## src/rtl/if_stage_fetch.sv

```systemverilog
// Instruction-fetch stage with IF/ID pipeline register.
// Owns the PC and runs a req/ack handshake to instruction memory. It honours
// the hazard freeze, EXE-stage branch redirects and flushes.
// Optional build macro: IF_PERF_CNT_EN adds a saturating freeze/stall counter
// on port stall_cnt.
module if_stage_fetch #(
    parameter logic [31:0] RESET_PC = 32'h0000_0000
`ifdef IF_PERF_CNT_EN
    ,
    parameter int unsigned CNT_W    = 16
`endif
) (
    input  logic              clk,
    input  logic              rst,
    input  logic              freeze,
    input  logic              Branch_taken,
    input  logic [31:0]       Branch_Address,
    input  logic              flush,
    output logic              imem_req,
    output logic [31:0]       imem_addr,
    input  logic              imem_ack,
    input  logic [31:0]       imem_rdata,
    output logic [31:0]       PC_ID,
    output logic [31:0]       Instruction_ID,
    output logic              valid_ID
`ifdef IF_PERF_CNT_EN
    ,
    output logic [CNT_W-1:0]  stall_cnt
`endif
);

    typedef enum logic [1:0] {
        StReq  = 2'd0,
        StHold = 2'd1,
        StDrop = 2'd2
    } state_e;

    state_e      state_q;
    logic        req_q;
    logic [31:0] pc_q;
    logic [31:0] drop_addr_q;
    logic [31:0] hold_q;
    logic [31:0] pc_id_q;
    logic [31:0] instr_id_q;
    logic        valid_id_q;

    logic [31:0] pc_plus4;
    logic        ack_taken;
    logic        capture;
    logic [31:0] capture_word;

    assign pc_plus4  = pc_q + 32'd4;
    // req_q is low in the first cycle after reset, so a stray ack there is ignored
    assign ack_taken = req_q & imem_ack;

    // Decide whether a fetched word enters IF/ID this cycle, and which word
    always_comb begin
        capture      = 1'b0;
        capture_word = imem_rdata;
        if (!Branch_taken && !freeze) begin
            if (state_q == StReq && ack_taken) begin
                capture = 1'b1;
            end else if (state_q == StHold) begin
                capture      = 1'b1;
                capture_word = hold_q;
            end
        end
    end

    // Fetch FSM: PC, request line, hold buffer and the in-flight address to drop
    always_ff @(posedge clk) begin
        if (!rst) begin
            state_q     <= StReq;
            req_q       <= 1'b0;
            pc_q        <= RESET_PC;
            drop_addr_q <= 32'h0;
            hold_q      <= 32'h0;
        end else if (Branch_taken) begin
            pc_q <= Branch_Address;
            req_q <= 1'b1;
            // An unanswered request must still complete at its old address
            if (req_q && !imem_ack) begin
                state_q <= StDrop;
                if (state_q == StReq) begin
                    drop_addr_q <= pc_q;
                end
            end else begin
                state_q <= StReq;
            end
        end else begin
            unique case (state_q)
                StReq: begin
                    req_q <= 1'b1;
                    if (ack_taken) begin
                        if (freeze) begin
                            hold_q  <= imem_rdata;
                            state_q <= StHold;
                            req_q   <= 1'b0;
                        end else begin
                            pc_q <= pc_plus4;
                        end
                    end
                end
                StHold: begin
                    if (!freeze) begin
                        pc_q    <= pc_plus4;
                        state_q <= StReq;
                        req_q   <= 1'b1;
                    end
                end
                StDrop: begin
                    if (ack_taken) begin
                        state_q <= StReq;
                    end
                end
                default: begin
                    state_q <= StReq;
                    req_q   <= 1'b1;
                end
            endcase
        end
    end

    // IF/ID register: branch/flush clear it, otherwise load on capture or hold
    always_ff @(posedge clk) begin
        if (!rst) begin
            pc_id_q    <= 32'h0;
            instr_id_q <= 32'h0;
            valid_id_q <= 1'b0;
        end else if (Branch_taken || flush) begin
            instr_id_q <= 32'h0;
            valid_id_q <= 1'b0;
        end else if (capture) begin
            pc_id_q    <= pc_plus4;
            instr_id_q <= capture_word;
            valid_id_q <= 1'b1;
        end
    end

`ifdef IF_PERF_CNT_EN
    logic [CNT_W-1:0] stall_cnt_q;

    // Saturating count of cycles lost to freeze or to the hold/drop states
    always_ff @(posedge clk) begin
        if (!rst) begin
            stall_cnt_q <= '0;
        end else if ((freeze || state_q != StReq) && stall_cnt_q != {CNT_W{1'b1}}) begin
            stall_cnt_q <= stall_cnt_q + 1'b1;
        end
    end

    assign stall_cnt = stall_cnt_q;
`endif

    assign imem_req       = req_q;
    assign imem_addr      = (state_q == StDrop) ? drop_addr_q : pc_q;
    assign PC_ID          = pc_id_q;
    assign Instruction_ID = instr_id_q;
    assign valid_ID       = valid_id_q;

endmodule

```

## config.mk

```make
export PLATFORM = sky130hd
export DESIGN_NAME = if_stage_fetch
export DESIGN_NICKNAME = d
export VERILOG_FILES = /design/src/rtl/if_stage_fetch.sv
export SDC_FILE = /design/constraint.sdc
export NUM_CORES = 1
export LEC_CHECK = 0
export BUFFER_PORTS_ARGS = -buffer_cell sky130_fd_sc_hd__buf_2
export CORE_MARGIN = 3
export CORE_UTILIZATION = 28
export CTS_CLUSTER_SIZE = 20
export DETAILED_ROUTE_END_ITERATION = 10
export PLACE_DENSITY = 0.5
export SLEW_MARGIN = 20
export SYNTH_ARGS = -nofsm -noshare
export SYNTH_HDL_FRONTEND = slang
export SYNTH_SLANG_ARGS = --single-unit
```

## constraint.sdc

```tcl
create_clock -name clk -period 2.2 [get_ports clk]
set_input_delay 0.55 -clock clk [delete_from_list [all_inputs] [get_ports clk]]
set_output_delay 0.55 -clock clk [all_outputs]
set_load 0.02 [all_outputs]
```

==> results_dict.tcl, run 1 <==
set metrics [dict create \
    min_path_cells 3 \
    grt_max_degree 66 \
    drc 0 \
    cts_tree "done" \
    cts.path.max_buffers 2 \
    cp.depth 4 \
    async_reset_ff_share_pct 0 \
    synth_area_mm2 0.007611 \
    grt-ovfl-total 0 \
    cts-htree-levels 4 \
    ys_ff_latch 164 \
    path_buf_inv 2 \
    final_net_count 1149 \
    syn-num-nets 992 \
    fp.dieW_um 170.9 \
    place_ws_ps 135.9 \
    hold_viol_final 0 \
    crit_family "flip-flops" \
    p_leak_nw 3.701 \
    ys_seq_area_share_pct 43.14 \
    violations "setup timing" \
    min_period_ps 2220 \
    rows 59 \
    place.port_buffers 167 \
    stdcell_area_mm2 0.009721 \
    insertion_delay_ps 430 \
    period_share_pct 100.9 \
    cp.arrival_ps 1670 \
    grt_antenna_before_repair 0 \
    cts_root_buf "clkbuf_16" \
    grt_pass1_wl_um 38160 \
    finalSetupViolations 10 \
    dp_hpwl_um 17250 \
    wirelength_um 24300 \
    setup_tns_ps -104.5 \
    synth_top_area_share_pct 43.14 \
    fin_skew_ps 11.88 \
    firstDrtPassIters 5 \
    cpPeakStageDelay_ps 380 \
    status "finished with violations" \
    ant_nets 0 \
    layout_commonest_cell "dfxtp_1" \
    yosysTopAreaCell "dfxtp_1" \
    rsz0062_at_grt "yes" \
    peakVddDrop_uv 430.6 \
    hold_class "in2reg" \
    max_freq_ghz 0.4505 \
    cp-start-kind "flop" \
    critPathCaptureType "output port" \
    maxCapViolations 0 \
    cts_buffers 17 \
    yosysUniqueCellTypes 45 \
    crit_chain "nand2b_4, buf_12, mux2_2, buf_4" \
    fillers 2729 \
    synthCells 921 \
    initial_core_util_pct 28.88 \
    yosys_warnings 0 \
    syn_to_final_growth_pct 27.72 \
    setup_ws_ps -19.77 \
    dpl_cell_area_mm2 0.009035 \
    grtUsageTotal_pct 16.54 \
    antenna_cells 0 \
    critPathKind "reg2out" \
    fin_cells 1426 \
    path_max_fanout 19 \
    grt_pass1_vias 6794 \
    drive_above_1_share_pct 28.51 \
    ctsHoldBuffers 0 \
    numClockSinks 164 \
    fp.dieH_um 170.9 \
    ioPinCount 168 \
    power_density_mw_per_mm2 708.6 \
    slew_violations 0 \
    layout_common_cells "dfxtp_1 (162), nand2_1 (157), buf_2 (150)" \
    detail_route.vias_per_cell 4.919 \
    ys.flop_type "dfxtp_1" \
    synth_area_per_cell_um2 8.264 \
    drt_iter0_markers 432 \
    slew_headroom_pct 58.48 \
    fp.coreArea_mm2 0.02635 \
    synthTopCellsByArea "dfxtp_1 (43%), nand2_1 (7.7%), a21oi_1 (5.7%), mux2_2 (4.7%), a211oi_1 (4.5%)" \
    gp_congestion 0.8052 \
    num_vias 7014 \
    reg2reg_depth 5 \
    dieArea_mm2 0.02920 \
    clk_pin_slew_ps 80 \
    required_ps 1650 \
    dp.cells 1394 \
    synth-edff-count 0 \
    worst_slew_pin_slew_ps 617.0 \
    critPathSlowestCell "dfxtp_4" \
    routedWlPerCell_um 17.04 \
]
==> routing by layer <==
layer  global-route usage (%)  vias to the layer above  part of all wire [%]
li1                         -                     3615                     -
met1                    23.05                     3193                    48
met2                    26.01                      186                    45
met3                    3.373                       20                   6.1
met4                    4.724                        0                   1.1
met5                        0                        -                     0
==> synth_stat cells (all sizes together) (5+ instances only) <==
library cell	instances
nand3	17
and4	11
a31oi	20
nor3	16
buf	35
xnor2	12
or3	10
nand4	18
a21oi	86
and3	9
clkbuf	58
a211oi	46
mux2	32
or4	12
nand2b	5
o21ai	55
nand2	157
dfxtp	164
mux2i	34
o31ai	11
a311oi	6
or2	5
nor2	53
nor4	12
xor2	10
==> tightest hold or removal path: cells and delay by family <==
family | cells | cell delay, ps
compound gates | 1 | 50
buf+inv | 1 | 100
simple gates | 1 | 50
==> area by class of cell <==
class	instances	area (µm²)	share of cell area (%)
timing repair buffer	231	1461	15.03
multi-input combinational	660	3950	40.64
sequential	164	3288	33.83
clock inverter	15	161.4	1.660
clock buffer	17	425.4	4.376
tap	335	419.2	4.312
inverter	4	15.01	0.1545
==> registers in the layout, indices dropped and copies added, names as in the netlist <==
register        count
imem_req            1
pc_q               32
PC_ID              32
Instruction_ID     32
hold_q             32
drop_addr_q        32
valid_ID            1
state_q             2
==> kinds of logic (layout without fill, tap and decap cells) <==
group,Yosys count,after routing,synth area share [%]
buffers and inverters,97,267,5.408
xor gates and xnor gates,22,22,2.532
AOI/OAI and AO/OA,234,234,18.40
and+or+nand+nor,337,337,21.16
adders and majority gates,1,1,0.1644
DFF,164,164,43.14
muxes,66,66,9.206
==> timing repair <==
item,CTS,global route
resized for setup,15,18
endpoints found under the setup margin,32,32
setup buffers,0,0
==> power by group <==
group	total, mW	internal (mW)	switching, mW	leakage, nW
clock	2.98	1.53	1.45	0.290
combinational	0.802	0.326	0.476	2.08
sequential	3.11	3.04	0.0610	1.33
total	6.89	4.90	1.99	3.70
==> path summary, 6_finish.rpt <==
path                                     start        endpoint  slack (ps)
worst min register to register  drop_addr_q[2]  drop_addr_q[2]         450
worst min-delay path            imem_rdata[17]      hold_q[17]         360
worst max register to register        pc_q[15]        pc_q[27]         230
worst max-delay path                state_q[0]   imem_addr[15]         -20
==> metrics by stage <==
step / util, % / total power [mW] / hold WS, ps
floorplan: - / 3.625 / 433.8
global route: 36.88 / 7.175 / 356.1
CTS: 36.68 / 6.969 / 338.8
detailed placement: 34.28 / 3.961 / 445.0
finish: 36.88 / 6.888 / 359.6
global placement: 34.28 / 3.959 / 439.4
(Power assumes the default switching activity.)
==> run 2: changes to the inputs <==
- ABC_AREA: default -> 1
- CORE_ASPECT_RATIO: default -> 1.4
==> run 2 against run 1 <==
Compared with the run above:
- the run now ends clean
- core utilization is 0.46 points higher
- die area is 0.71% higher
- synthesized cell count is 27% higher
- clock skew is 1.1 ps lower
- total power is 3.4% higher
- first-iteration DRC count is 28% lower
- largest cell class unchanged
- largest power group unchanged
==> results_dict.tcl, run 2 <==
set metrics [dict create \
    status "completed" \
    drive_above_1_share_pct 21.41 \
    ctsHoldBuffers 0 \
    yosysTopAreaCell "dfxtp_1" \
    grt_pass1_vias 7341 \
    grt_max_degree 67 \
    grtUsageTotal_pct 17.34 \
    syn_to_final_growth_pct 31.23 \
    dr_wl_met2_um 13310 \
    dp_hpwl_um 17720 \
    cts_buffers 17 \
    slew_headroom_pct 68.11 \
    cpPeakStageDelay_ps 360 \
    async_reset_ff_share_pct 0 \
    grt-ovfl-total 0 \
    max_freq_ghz 0.4576 \
    r2r-end "PC_ID[24]" \
    grt_antenna_before_repair 2 \
    drt_iter0_markers 311 \
    dpl_cell_area_mm2 0.009000 \
    place.port_buffers 167 \
    fp.dieH_um 201.7 \
    insertion_delay_ps 440 \
    firstDrtPassIters 5 \
    wirelength_met1_um 10430 \
    synthCells 1173 \
    reg2reg_depth 10 \
    synthTopCellsByArea "dfxtp_1 (43%), nand2_1 (14%), o21ai_0 (9.6%), a21oi_1 (8.3%), inv_1 (7.8%)" \
    drc 0 \
    holdPathEnd "pc_q[1]" \
    initial_core_util_pct 28.46 \
    yosysUniqueCellTypes 27 \
    fp.coreArea_mm2 0.02692 \
    wirelength_um 25640 \
    met3WireLength_um 1217 \
    detail_route.vias_per_cell 4.515 \
    gp_congestion 0.8308 \
    synth.most_common_cell "nand2_1" \
    p_leak_nw 4.536 \
    dieArea_mm2 0.02940 \
    setup_tns_ps 0 \
    cts_root_buf "clkbuf_16" \
    worst_slew_pin_slew_ps 478.4 \
    cp.arrival_ps 1640 \
    ioPinCount 168 \
    fin_skew_ps 10.82 \
    peakVddDrop_uv 575.8 \
    place_ws_ps 264.1 \
    min_period_ps 2185 \
    routedWlPerCell_um 14.99 \
    top_layer "met5" \
    ys_seq_area_share_pct 42.86 \
    final_net_count 1405 \
    crit_chain "inv_4, nor2_4, buf_6, clkbuf_16, nand2_2, nand2_2, buf_6" \
    maxCapViolations 0 \
    path_max_fanout 12 \
    antenna_cells 0 \
    critPathSlowestCell "dfxtp_2" \
    stdcell_area_mm2 0.01005 \
    yosys_warnings 0 \
    critPathKind "reg2out" \
    synth_area_per_cell_um2 6.530 \
    period_share_pct 99.33 \
    cp-start-kind "flop" \
    ant_nets 0 \
    finalSetupViolations 0 \
    grt_pass1_wl_um 40260 \
    cts_tree "done" \
    regToRegStartpoint "pc_q[2]" \
    min_path_cells 3 \
    cts.path.max_buffers 2 \
    hold_viol_final 0 \
    setup_ws_ps 14.73 \
    rsz0062_at_grt "yes" \
    num_vias 7720 \
    synth_area_mm2 0.007660 \
    synth_commonest_cells "nand2_1 (294), dfxtp_1 (164), inv_1 (160)" \
    cts-htree-levels 4 \
    ys_ff_latch 164 \
    rrSetupSlack_ps 330 \
    numClockSinks 164 \
    synth_top_area_share_pct 42.86 \
    layout_common_cells "nand2_1 (273), dfxtp_1 (163), inv_1 (158)" \
    fp.dieW_um 145.8 \
    slew_violations 0 \
    hold_start "Branch_Address[1]" \
    rows 71 \
    layout_commonest_cell "nand2_1" \
    ys.flop_type "dfxtp_1" \
    required_ps 1650 \
    synth-edff-count 0 \
    syn-num-nets 1244 \
    hold_class "in2reg" \
    power_density_mw_per_mm2 708.9 \
    clk_pin_slew_ps 70 \
    critPathCaptureType "output port" \
]
-- run 2: changes by cell type after synthesis, moves of 41 or more --
cell | before | now
nand3_1 | 17 | 62
a21oi_1 | 86 | 127
nor2_1 | 53 | 113
a211oi_1 | 46 | 0
inv_1 | 3 | 160
o21ai_0 | 55 | 147
nand2_1 | 157 | 294
-- run 2: stage by stage --
stage	std cells	hold slack [ps]	power, mW	utilization (%)
floorplan	1173	424.5	3.705	-
global placement	1670	434.8	4.030	33.44
detailed placement	1670	438.8	4.038	33.44
CTS	1710	351.5	7.187	36.45
global route	1710	360.6	7.462	37.34
finish	1710	368.2	7.126	37.34
-- run 2: routing by layer --
| layer | vias to the layer above | track usage [%] |
|---|---|---|
| li1 | 4018 | - |
| met3 | 38 | 4.258 |
| met2 | 160 | 30.88 |
| met1 | 3500 | 19.76 |
| met5 | - | 0 |
| met4 | 4 | 7.094 |
-- run 2: cells by family (layout without fill, tap and decap cells) --
logic type	count (synthesis)	in the layout	synth area share, %
compound gates	290	290	19.06
xor+xnor	8	8	0.9148
fa+ha+maj	1	1	0.1633
flops	164	164	42.86
simple gates	480	480	25.12
buf+inv	230	402	11.88
-- run 2: worst max-delay path by stage --
stage / from / to / slack [ps] / depth (start not counted)
after floorplan: state_q[1] / imem_addr[10] / 330 / 5
after global placement: state_q[1] / imem_addr[7] / 330 / 6
after detailed placement: Branch_taken / Instruction_ID[26] / 260 / 7
after CTS: state_q[1] / imem_addr[22] / -8 / 8
after global routing: state_q[1] / imem_addr[20] / -60 / 6
final: state_q[1] / imem_addr[4] / 10 / 7
-- run 2: what timing repair did --
action / CTS / global route
resized for setup: 54 / 76
setup endpoints to repair: 28 / 32
cloned: 1 / 2
setup buffers: 9 / 0
pin swaps: 1 / 3
-- run 2: layout make-up --
| class | instances | area [µm²] |
|---|---|---|
| timing repair buffer | 207 | 1471 |
| sequential | 164 | 3284 |
| clock inverter | 10 | 133.9 |
| clock buffer | 20 | 446.7 |
| multi-input combinational | 779 | 3635 |
| inverter | 165 | 624.3 |
| tap | 365 | 456.7 |
| fill | 2901 | 16860 |
-- run 2: critical path: cells and delay by family, from the launching register on --
family	cells	cell delay, ps
buffers and inverters	4	530
AND/OR/NAND/NOR	3	300
flip-flops	1	360
-- run 2: report_power, final --
part / internal [mW] / switching [mW] / leakage, nW
sequential: 3.09 / 0.0832 / 1.34
combinational: 0.348 / 0.556 / 2.92
clock: 1.80 / 1.26 / 0.281
total: 5.23 / 1.90 / 4.54
==> run 3: changes to the inputs <==
- CORE_ASPECT_RATIO: 1.4 -> default
==> run 3 against run 2 <==
Compared with the run above:
- critical path type unchanged
- highest routed layer unchanged
- global-route usage is 0.68 points lower
- largest power group unchanged
- register-to-register slack worse by 70 ps
- non-clock buffer count decreased by 6
- critical endpoint is now imem_addr[13]
- worst hold slack got worse by 18 ps
- the run now ends with setup timing left
==> results_dict.tcl, run 3 (synthesized netlist as in run 2, its figures left out) <==
set metrics [dict create \
    status "finished with violations" \
    violations "setup timing" \
    reg2reg_depth 11 \
    period_share_pct 100.4 \
    place.port_buffers 167 \
    layout_common_cells "nand2_1 (294), dfxtp_1 (162), inv_1 (159)" \
    cts_buffers 17 \
    top_layer "met5" \
    cp.arrival_ps 1660 \
    ioPinCount 168 \
    critPathCaptureType "output port" \
    grtUsageTotal_pct 16.66 \
    final_net_count 1399 \
    finalSetupViolations 2 \
    cpPeakStageDelay_ps 380 \
    num_vias 7742 \
    cts_root_buf "clkbuf_16" \
    wirelength_met1_um 12140 \
    min_path_cells 3 \
    r2r-end "PC_ID[28]" \
    total_power_mw 6.962 \
    initial_core_util_pct 28.90 \
    detail_route.vias_per_cell 4.611 \
    fin_hold_ws_ps 350.6 \
    grt_antenna_before_repair 5 \
    path_max_fanout 14 \
    rrSetupSlack_ps 260 \
    layout_commonest_cell "nand2_1" \
    required_ps 1650 \
    clk_pin_slew_ps 70 \
    routedWlPerCell_um 15.06 \
    crit_chain "inv_4, nor2_4, buf_4, clkbuf_16, o21ai_0, buf_2" \
    fp.dieH_um 171.4 \
    cts_tree "done" \
    fin_skew_ps 13.29 \
    drt_iter0_markers 483 \
    cts.path.max_buffers 2 \
    worst_slew_pin_slew_ps 748.4 \
    wirelength_um 25280 \
    slew_violations 0 \
    dp.cells 1638 \
    regToRegStartpoint "pc_q[2]" \
    fin_cells 1679 \
    power_density_mw_per_mm2 718.2 \
    grt_pass1_wl_um 38680 \
    gp_congestion 0.8459 \
    peakVddDrop_uv 409.8 \
    cp-start-kind "flop" \
    hold_class "in2reg" \
    dp_hpwl_um 17510 \
    fp.coreArea_mm2 0.02650 \
    critPathKind "reg2out" \
    ant_nets 0 \
    p_leak_nw 4.385 \
    fp.dieW_um 171.4 \
    insertion_delay_ps 430 \
    grt_max_degree 75 \
    met3WireLength_um 1403 \
    maxCapViolations 0 \
    numClockSinks 164 \
    dpl_cell_area_mm2 0.008922 \
    stdcell_area_mm2 0.009694 \
    hold_start "Branch_Address[0]" \
    rsz0062_at_grt "yes" \
    dr_wl_met2_um 11280 \
    rows 59 \
    hold_viol_final 0 \
    min_period_ps 2208 \
    drc 0 \
    grt-ovfl-total 0 \
    holdPathEnd "pc_q[0]" \
    max_freq_ghz 0.4528 \
    dieArea_mm2 0.02938 \
    syn_to_final_growth_pct 26.56 \
    critPathSlowestCell "dfxtp_4" \
    drive_above_1_share_pct 19.02 \
    firstDrtPassIters 6 \
    place_ws_ps 249.7 \
    cts-htree-levels 4 \
    setup_ws_ps -8.459 \
    grt_pass1_vias 7053 \
    slew_headroom_pct 50.11 \
]
run 3: cell type report:
type / count / area [µm²]
inverter: 165 / 621.8
multi-input combinational: 779 / 3506
clock inverter: 15 / 150.1
tap: 335 / 419.2
timing repair buffer: 201 / 1274
antenna: 3 / 7.507
fill: 2913 / 16810
sequential: 164 / 3291
clock buffer: 17 / 425.4
run 3: critical path: cells and delay by family (launching register included):
kind                   cells  cell delay [ps]
buffers and inverters      4              570
flip-flops                 1              380
AND/OR/NAND/NOR            1              190
AO/OA/AOI/OAI              1              100
run 3: stage by stage:
stage | setup TNS (ps) | util [%]
global placement | 0 | 33.67
CTS | 0 | 35.88
floorplan | 0 | -
detailed placement | 0 | 33.67
global route | -891.3 | 36.56
finish | -14.57 | 36.58
run 3: worst max path at each step:
stage / from / end / slack, ps / cells past startpoint
6_report: state_q[1] / imem_addr[13] / -8 / 6
5_1_grt: state_q[1] / imem_addr[3] / -80 / 7
4_1_cts: state_q[1] / imem_addr[15] / 3 / 6
3_5_place_dp: pc_q[2] / PC_ID[20] / 250 / 11
3_3_place_gp: pc_q[2] / PC_ID[28] / 190 / 11
2_1_floorplan: state_q[1] / imem_addr[10] / 330 / 5
run 3: repair_timing:
item,4_1_cts,5_1_grt
setup endpoints to repair,24,29
gates cloned,0,4
hold buffers,0,0
pin swaps,0,1
buffers inserted,0,2
resized for setup,9,46
run 3: power by group:
| part | internal, mW | total [mW] | switching, mW |
|---|---|---|---|
| Clock | 1.52 | 2.96 | 1.44 |
| Combinational | 0.300 | 0.840 | 0.540 |
| Sequential | 3.08 | 3.16 | 0.0811 |
| Total | 4.90 | 6.96 | 2.06 |
run 3: per-layer routing:
| layer | vias up | GRT usage (%) |
|---|---|---|
| li1 | 4019 | - |
| met4 | 6 | 4.479 |
| met2 | 178 | 26.48 |
| met1 | 3509 | 22.75 |
| met5 | - | 0 |
| met3 | 30 | 3.976 |
